--- config.mk ---
export PLATFORM = sky130hd
export DESIGN_NAME = alu_operand_sequencer
export DESIGN_NICKNAME = d
export VERILOG_FILES = /design/src/rtl/alu_seq_pkg.sv /design/src/rtl/button_edge_sync.sv /design/src/rtl/alu_operand_sequencer.sv
export SDC_FILE = /design/constraint.sdc
export NUM_CORES = 1
export LEC_CHECK = 0
export BUFFER_PORTS_ARGS = -buffer_cell sky130_fd_sc_hd__clkbuf_2
export CORE_MARGIN = 2
export CORE_UTILIZATION = 47
export DETAILED_ROUTE_END_ITERATION = 6
export PLACE_DENSITY = 0.87
export SYNTH_ARGS = -nofsm -noshare
export SYNTH_HDL_FRONTEND = slang
export SYNTH_SLANG_ARGS = --single-unit
--- constraint.sdc ---
create_clock -name clk -period 1.9 [get_ports clk]
set_input_delay 0.285 -clock clk [delete_from_list [all_inputs] [get_ports clk]]
set_output_delay 0.285 -clock clk [all_outputs]
set_load 0.01 [all_outputs]
--- src/rtl/alu_seq_pkg.sv ---
// rtl/alu_seq_pkg.sv - state encoding and ALU opcode constants shared by the operand sequencer
package alu_seq_pkg;

    typedef enum logic [2:0] {
        LOAD_A  = 3'd0,
        LOAD_B  = 3'd1,
        LOAD_OP = 3'd2,
        EXEC    = 3'd3,
        SHOW    = 3'd4
    } state_t;

    // Opcode values understood by the ALU downstream
    localparam logic [2:0] OP_NOP = 3'd0;
    localparam logic [2:0] OP_ADD = 3'd1;
    localparam logic [2:0] OP_SUB = 3'd2;
    localparam logic [2:0] OP_AND = 3'd3;
    localparam logic [2:0] OP_OR  = 3'd4;
    localparam logic [2:0] OP_XOR = 3'd5;
    localparam logic [2:0] OP_SLL = 3'd6;
    localparam logic [2:0] OP_SRL = 3'd7;

endpackage

--- src/rtl/button_edge_sync.sv ---
// rtl/button_edge_sync.sv - two-flop synchronizer with a rising-edge one-shot for a raw button
module button_edge_sync (
    input  logic clk,
    input  logic rst_n,
    input  logic btn,
    output logic level,
    output logic pulse
);

    logic s1;
    logic s2;
    logic s3;

    always_ff @(posedge clk) begin
        if (!rst_n) begin
            s1 <= 1'b0;
            s2 <= 1'b0;
            s3 <= 1'b0;
        end else begin
            s1 <= btn;
            s2 <= s1;
            s3 <= s2;
        end
    end

    assign level = s2;
    assign pulse = s2 & ~s3;

endmodule

--- src/rtl/alu_operand_sequencer.sv ---
// rtl/alu_operand_sequencer.sv - loads ALU operands/opcode per button press and captures the result
module alu_operand_sequencer
    import alu_seq_pkg::*;
#(
    parameter int N = 4
) (
    input  logic         clk,
    input  logic         rst_n,
    input  logic [N-1:0] sw,
    input  logic         btn_next,
    input  logic         btn_clear,
    input  logic [N-1:0] alu_result,
    input  logic [3:0]   alu_flags,
    output logic [N-1:0] op_a,
    output logic [N-1:0] op_b,
    output logic [2:0]   op_uc,
    output logic [N-1:0] result_q,
    output logic [3:0]   flags_q,
    output logic [2:0]   state_o,
    output logic         done
);

    state_t state;
    state_t state_next;
    logic   next_p;
    logic   next_level;
    logic   clear_level;
    logic   clear_pulse;
    logic   load_a;
    logic   load_b;
    logic   load_op;
    logic   capture;
    logic   zero_all;

    button_edge_sync u_next_sync (
        .clk   (clk),
        .rst_n (rst_n),
        .btn   (btn_next),
        .level (next_level),
        .pulse (next_p)
    );

    button_edge_sync u_clear_sync (
        .clk   (clk),
        .rst_n (rst_n),
        .btn   (btn_clear),
        .level (clear_level),
        .pulse (clear_pulse)
    );

    always_comb begin
        state_next = state;
        load_a     = 1'b0;
        load_b     = 1'b0;
        load_op    = 1'b0;
        capture    = 1'b0;
        zero_all   = 1'b0;
        if (clear_level) begin
            state_next = LOAD_A;
            zero_all   = 1'b1;
        end else begin
            case (state)
                LOAD_A:  if (next_p) begin load_a  = 1'b1; state_next = LOAD_B;  end
                LOAD_B:  if (next_p) begin load_b  = 1'b1; state_next = LOAD_OP; end
                LOAD_OP: if (next_p) begin load_op = 1'b1; state_next = EXEC;    end
                // EXEC ignores next_p: the ALU gets one full stable cycle
                EXEC: begin
                    capture    = 1'b1;
                    state_next = SHOW;
                end
                SHOW:    if (next_p) state_next = LOAD_A;
                default: begin
                    state_next = LOAD_A;
                    zero_all   = 1'b1;
                end
            endcase
        end
    end

    always_ff @(posedge clk) begin
        if (!rst_n) begin
            state    <= LOAD_A;
            done     <= 1'b0;
            op_a     <= '0;
            op_b     <= '0;
            op_uc    <= '0;
            result_q <= '0;
            flags_q  <= '0;
        end else begin
            state <= state_next;
            done  <= (state_next == SHOW);
            if (zero_all) begin
                op_a     <= '0;
                op_b     <= '0;
                op_uc    <= '0;
                result_q <= '0;
                flags_q  <= '0;
            end else begin
                if (load_a)  op_a  <= sw;
                if (load_b)  op_b  <= sw;
                if (load_op) op_uc <= sw[2:0];
                if (capture) begin
                    result_q <= alu_result;
                    flags_q  <= alu_flags;
                end
            end
        end
    end

    assign state_o = state;

endmodule

# Word-level counts from Yosys, hierarchy flattened
# Index checks and enable logic that the tools add are counted.
[totals]
reg_bits = 28
latch_bits = 0
ramBits = 0
rom_bits = 0
inputBits = 16
memories = 0
[op_classes]
addsub = 0
mul = 0
div = 0
magnitude_cmp = 0
eq_ne = 5
shift = 0
n_mux = 17
bitwise_logic = 3
reduce_logical = 3
[ops]
columns = ["cell", "n"]
rows = [
  ["2-to-1 mux 3 bit", 5],
  ["case mux 3 bit (5 select lines)", 1],
  ["2-to-1 mux 1 bit", 11],
  ["== test 3 x 2 -> 1 bit (second input constant)", 2],
  ["== test 3 bit (second input constant)", 2],
  ["OR reduction 5 bit", 1],
  ["== test 3 x 1 -> 1 bit (second input constant)", 1],
  ["logical NOT 3 bit", 1],
  ["NOT 1 bit", 2],
  ["OR reduction 2 bit", 1],
  ["AND 1 bit", 1],
]

# Depth between registers and ports, before layout
[depth]
word_depth = 6
depth_mapped = 5
depth_no_buf = 3

# Hierarchy
# Synthesis repeated with hierarchy kept, for this count alone.
[unflattened]
cells_unflattened = 117
area_unflattened_um2 = 1139.8
[modules_own_cells]
columns = ["mod", "n_inst", "cells_per_inst", "area_each_um2", "seq_area_each_um2"]
rows = [
  ["alu_operand_sequencer", 1, 103, 954.7, 460.4],
  ["button_edge_sync", 2, 7, 92.6, 60.1],
]

# Least setup slack after synthesis
# OpenSTA, ideal clock, no wires.
[synth_path]
path_kind = "flip-flop to flip-flop"
startpoint = "reg state[2], in the netlist state_o[2]"
endpoint = "reg op_b[0]"
setup_time_ns = 0.132
t_arrival_ns = 1.252
required_ns = 1.768
setup_slack_ns = 0.516
path_stages_with_launch = 5
path_buffers = 1
synth_period_minus_slack_ns = 1.384
path_cell_list = "dfxtp_1 or4b_4 buf_6 o21ai_1 a21oi_1"
[synth_between]
elab_chain_cells = 5
word_cells_on_any_way = 11
cone_classes = "4 x eq/ne; 4 x mux; 3 x reduce/logical"
[synth_lines]
columns = ["element", "line_no", "text"]
rows = [
  ["start, declared", "alu_operand_sequencer.sv:23", "state_t state;"],
  ["start signal, assigned", "alu_operand_sequencer.sv:90", "state <= state_next;"],
  ["== test 3 bit (tied with other cells)", "alu_operand_sequencer.sv:62", "case (state)"],
  ["OR reduction 5 bit (no line)", "-", ""],
  ["2-to-1 mux 1 bit", "alu_operand_sequencer.sv:62", ""],
  ["2-to-1 mux 1 bit", "alu_operand_sequencer.sv:58", "if (clear_level) begin"],
  ["OR reduction 2 bit (no line)", "-", ""],
  ["end signal, assigned", "alu_operand_sequencer.sv:100", "if (load_b) op_b <= sw;"],
  ["end, declared", "alu_operand_sequencer.sv:15", "output logic [N-1:0] op_b,"],
]
# Several ways; a longest one is shown, not always the timed one.
# A chain may end at the register's enable or synchronous reset.

# Final worst setup path
[layout_path]
startpoint = "reg state[2], in the netlist state_o[2]"
endpoint = "reg op_uc[2]"
[layout_between]
elab_chain_cells = 5
word_cells_on_any_way = 11
cone_classes = "4 x eq/ne; 4 x mux; 3 x reduce/logical"
[layout_lines]
columns = ["element", "line_no", "text"]
rows = [
  ["== test 3 bit (tied with other cells)", "alu_operand_sequencer.sv:62", ""],
  ["OR reduction 5 bit (no line)", "-", ""],
  ["2-to-1 mux 1 bit", "alu_operand_sequencer.sv:62", ""],
  ["2-to-1 mux 1 bit", "alu_operand_sequencer.sv:58", ""],
  ["OR reduction 2 bit (no line)", "-", ""],
  ["end signal, assigned", "alu_operand_sequencer.sv:101", "if (load_op) op_uc <= sw[2:0];"],
  ["end, declared", "alu_operand_sequencer.sv:16", "output logic [2:0] op_uc,"],
]
# Several ways; a longest one is shown, not always the timed one.

==> results.toml <==
[synthesis]
synth_area_leader_cell = "dfxtp_1"
syn_area_per_cell_um2 = 9.688
ys_types = 27
synth_top_area_share_pct = 53.08
async_flop_share_pct = 0
synth_cells = 109
synth-seq-cells = 28
syn_area_um2 = 1056
synth_ff_type = "dfxtp_1"
synthesis.nets = 125
yosysWarnings = 0
synthMostInstantiatedCell = "dfxtp_1"
netlist_top_cells_count = "dfxtp_1 (28), nand3_1 (12), a21oi_1 (11)"
yosysSeqAreaShare_pct = 53.08
netlist_top_cells_area = "dfxtp_1 (53%), mux2i_1 (7.6%), nand3_1 (5.7%), a21oi_1 (5.2%), o21ai_1 (4.3%)"
synth_edf_count = 0

[sta]
tightest_slew_ns = 0.6773
layout_min_cycle_time_ns = 1.457
fin_skew_ns = 0.006055
min_period_over_period_pct = 76.70
max_slew_margin_pct = 54.74
tns_ns = 0
fmax_mhz = 686.2
slew_violations = 0
hold_viol_final = 0
rsz0062_at_grt = "no"
setup_violations = 0

[worst_setup_path]
max_stage_delay_ns = 0.64
cp-start-kind = "flop"
reg2reg_depth = 3
slowest_stage = "or4b_4"
worstPathArrival_ns = 1.65
path_max_fanout = 11
r2r_start = "state_o[2]"
end_kind = "flop"
r2r_slack_ns = 0.44
r2r-end = "op_uc[2]"
critical_path_buf_inv_count = 0
path_cells = "or4b_4 -> o21ai_0 -> a21oi_1"
criticalPathCategory = "reg -> reg"
path_delay_family = "simple AND/OR/NAND/NOR gates"
required_ns = 2.09

[pwr]
leakage_nw = 0.5256
ir_drop_mv = 0.4964
powerDensity_nw_per_um2 = 732.5

[hold_path]
min_from = "btn_clear"
min_path_cells = 2
worstHoldPathType = "in -> reg"
min_to = "u_clear_sync.s1"

[placed_design]
dp_hpwl_mm = 1.556
gp_congestion = 0.7613
port_buffers = 38
dpl_cell_area_um2 = 1255

[routing]
routed_wl_mm = 2.064
post-route-drc-count = 0
vias_per_cell = 5.138
routedWlPerCell_um = 11.86
num_vias = 894
postRouteAntennaNets = 0
drt-pass1-iter-count = 4
drt_iter0_drc = 6

[floorplanning]
num_rows = 17
core-area_um2 = 2170
ioPinCount = 39
dieArea_um2 = 2642
start_util_pct = 48.67
die_w_um = 51.40
fp.dieH_um = 51.40

[grt]
grt_use_total_pct = 16.19
first_global_vias = 794
grt_max_degree = 22
grt_pass1_wl_mm = 3.249
antenna_found_initial = 0
gr-total-overflow = 0

[layout]
antenna_cells = 0
register_area_um2 = 560.5
final_cell_area_um2 = 1291
multi_input_area_um2 = 461.7
area_delta_synth_final_pct = 22.28
drive_gt1_share_pct = 33.56
nNetsFinal = 163
fillers = 213

[cts]
cts_num_sinks = 28
postCtsHoldBufs = 0
cts_tree = "yes"
clkTransAtPathRegs_ns = 0.14
cts_resized = 0
root_buffer = "clkbuf_4"
cts_buffer_depth = 2
insertion_delay_ns = 0.32
post_cts_buffers = 0
numCtsBuffers = 3
htree_levels = 1

[run_status]
outcome = "finished clean"

[flow_run]
drv_cap = 0
[layout make-up]
cell class / instances / area share, %
multi-input cells: 75 / 35.76
flip-flops and latches: 28 / 43.41
repair buffers: 39 / 15.31
well taps: 28 / 2.713
clock buffers: 4 / 2.810
[worst max-delay path by stage]
stage,cells after the start,slack (ns),to,start
6_report,3,0.44,op_uc[2],state_o[2]
2_1_floorplan,4,0.52,op_b[0],state_o[2]
5_1_grt,3,0.28,state_o[1],state_o[1]
4_1_cts,3,0.44,state_o[1],state_o[1]
3_3_place_gp,3,0.52,op_uc[2],state_o[2]
3_5_place_dp,3,0.47,op_uc[2],state_o[2]
[logic make-up (layout without fill, tap and decap cells)]
| group | after synthesis | count (layout) | share of synthesized area (%) |
|---|---|---|---|
| AOI/OAI and AO/OA | 26 | 26 | 13.39 |
| DFF | 28 | 28 | 53.08 |
| buffers and inverters | 6 | 43 | 3.199 |
| muxes | 9 | 9 | 8.650 |
| and+or+nand+nor | 40 | 40 | 21.68 |
[cells in the final DEF, fill, tap and decap left out, drive strengths merged]
| cell | instances |
|---|---|
| nor3 | 2 |
| nand2b | 1 |
| clkbuf | 42 |
| mux2i | 8 |
| dfxtp | 28 |
| and4bb | 1 |
| nand2 | 1 |
| o21ai | 12 |
| or2 | 1 |
| nor2b | 3 |
| o21a | 1 |
| or2b | 2 |
| nor4b | 1 |
| or4b | 1 |
| mux2 | 1 |
| a21boi | 2 |
| nand3 | 12 |
| nor2 | 9 |
| a21oi | 11 |
| buf | 1 |
| nand3b | 1 |
| and2 | 5 |
[where the power goes]
part           switching (mW)  internal (mW)
clock network           0.164          0.117
logic                  0.0344         0.0279
registers             0.00644          0.596
[state kept, by name (all words and copies together), names as in the netlist]
register,cells
done,1
u_next_sync.level,1
op_uc,3
u_clear_sync.s1,1
op_b,4
u_next_sync.s1,1
flags_q,4
state_o,3
result_q,4
u_clear_sync.level,1
u_next_sync.s3,1
op_a,4
[metal layers]
layer  vias to the layer above  GRT usage (%)  wire [µm]
met2                        37          27.99        983
met1                       396          19.49        898
met3                         4          3.216        157
li1                        457              -          -
met4                         0          6.579         25
met5                         -              0          0
[stage by stage]
step                      cells  power (mW)  setup WS, ns  hold WS (ns)  utilization [%]
after global placement      170      0.6750        0.5151        0.4147            57.84
after CTS                   174      0.9545        0.4393        0.1590            59.52
after global routing        174      0.9754        0.2806        0.1527            59.52
final                       174      0.9458        0.4427        0.1647            59.52
after floorplan             109      0.6513        0.5158        0.4067                -
after detailed placement    170      0.6770        0.4698        0.4196            57.84
(Power assumes the default switching activity.)
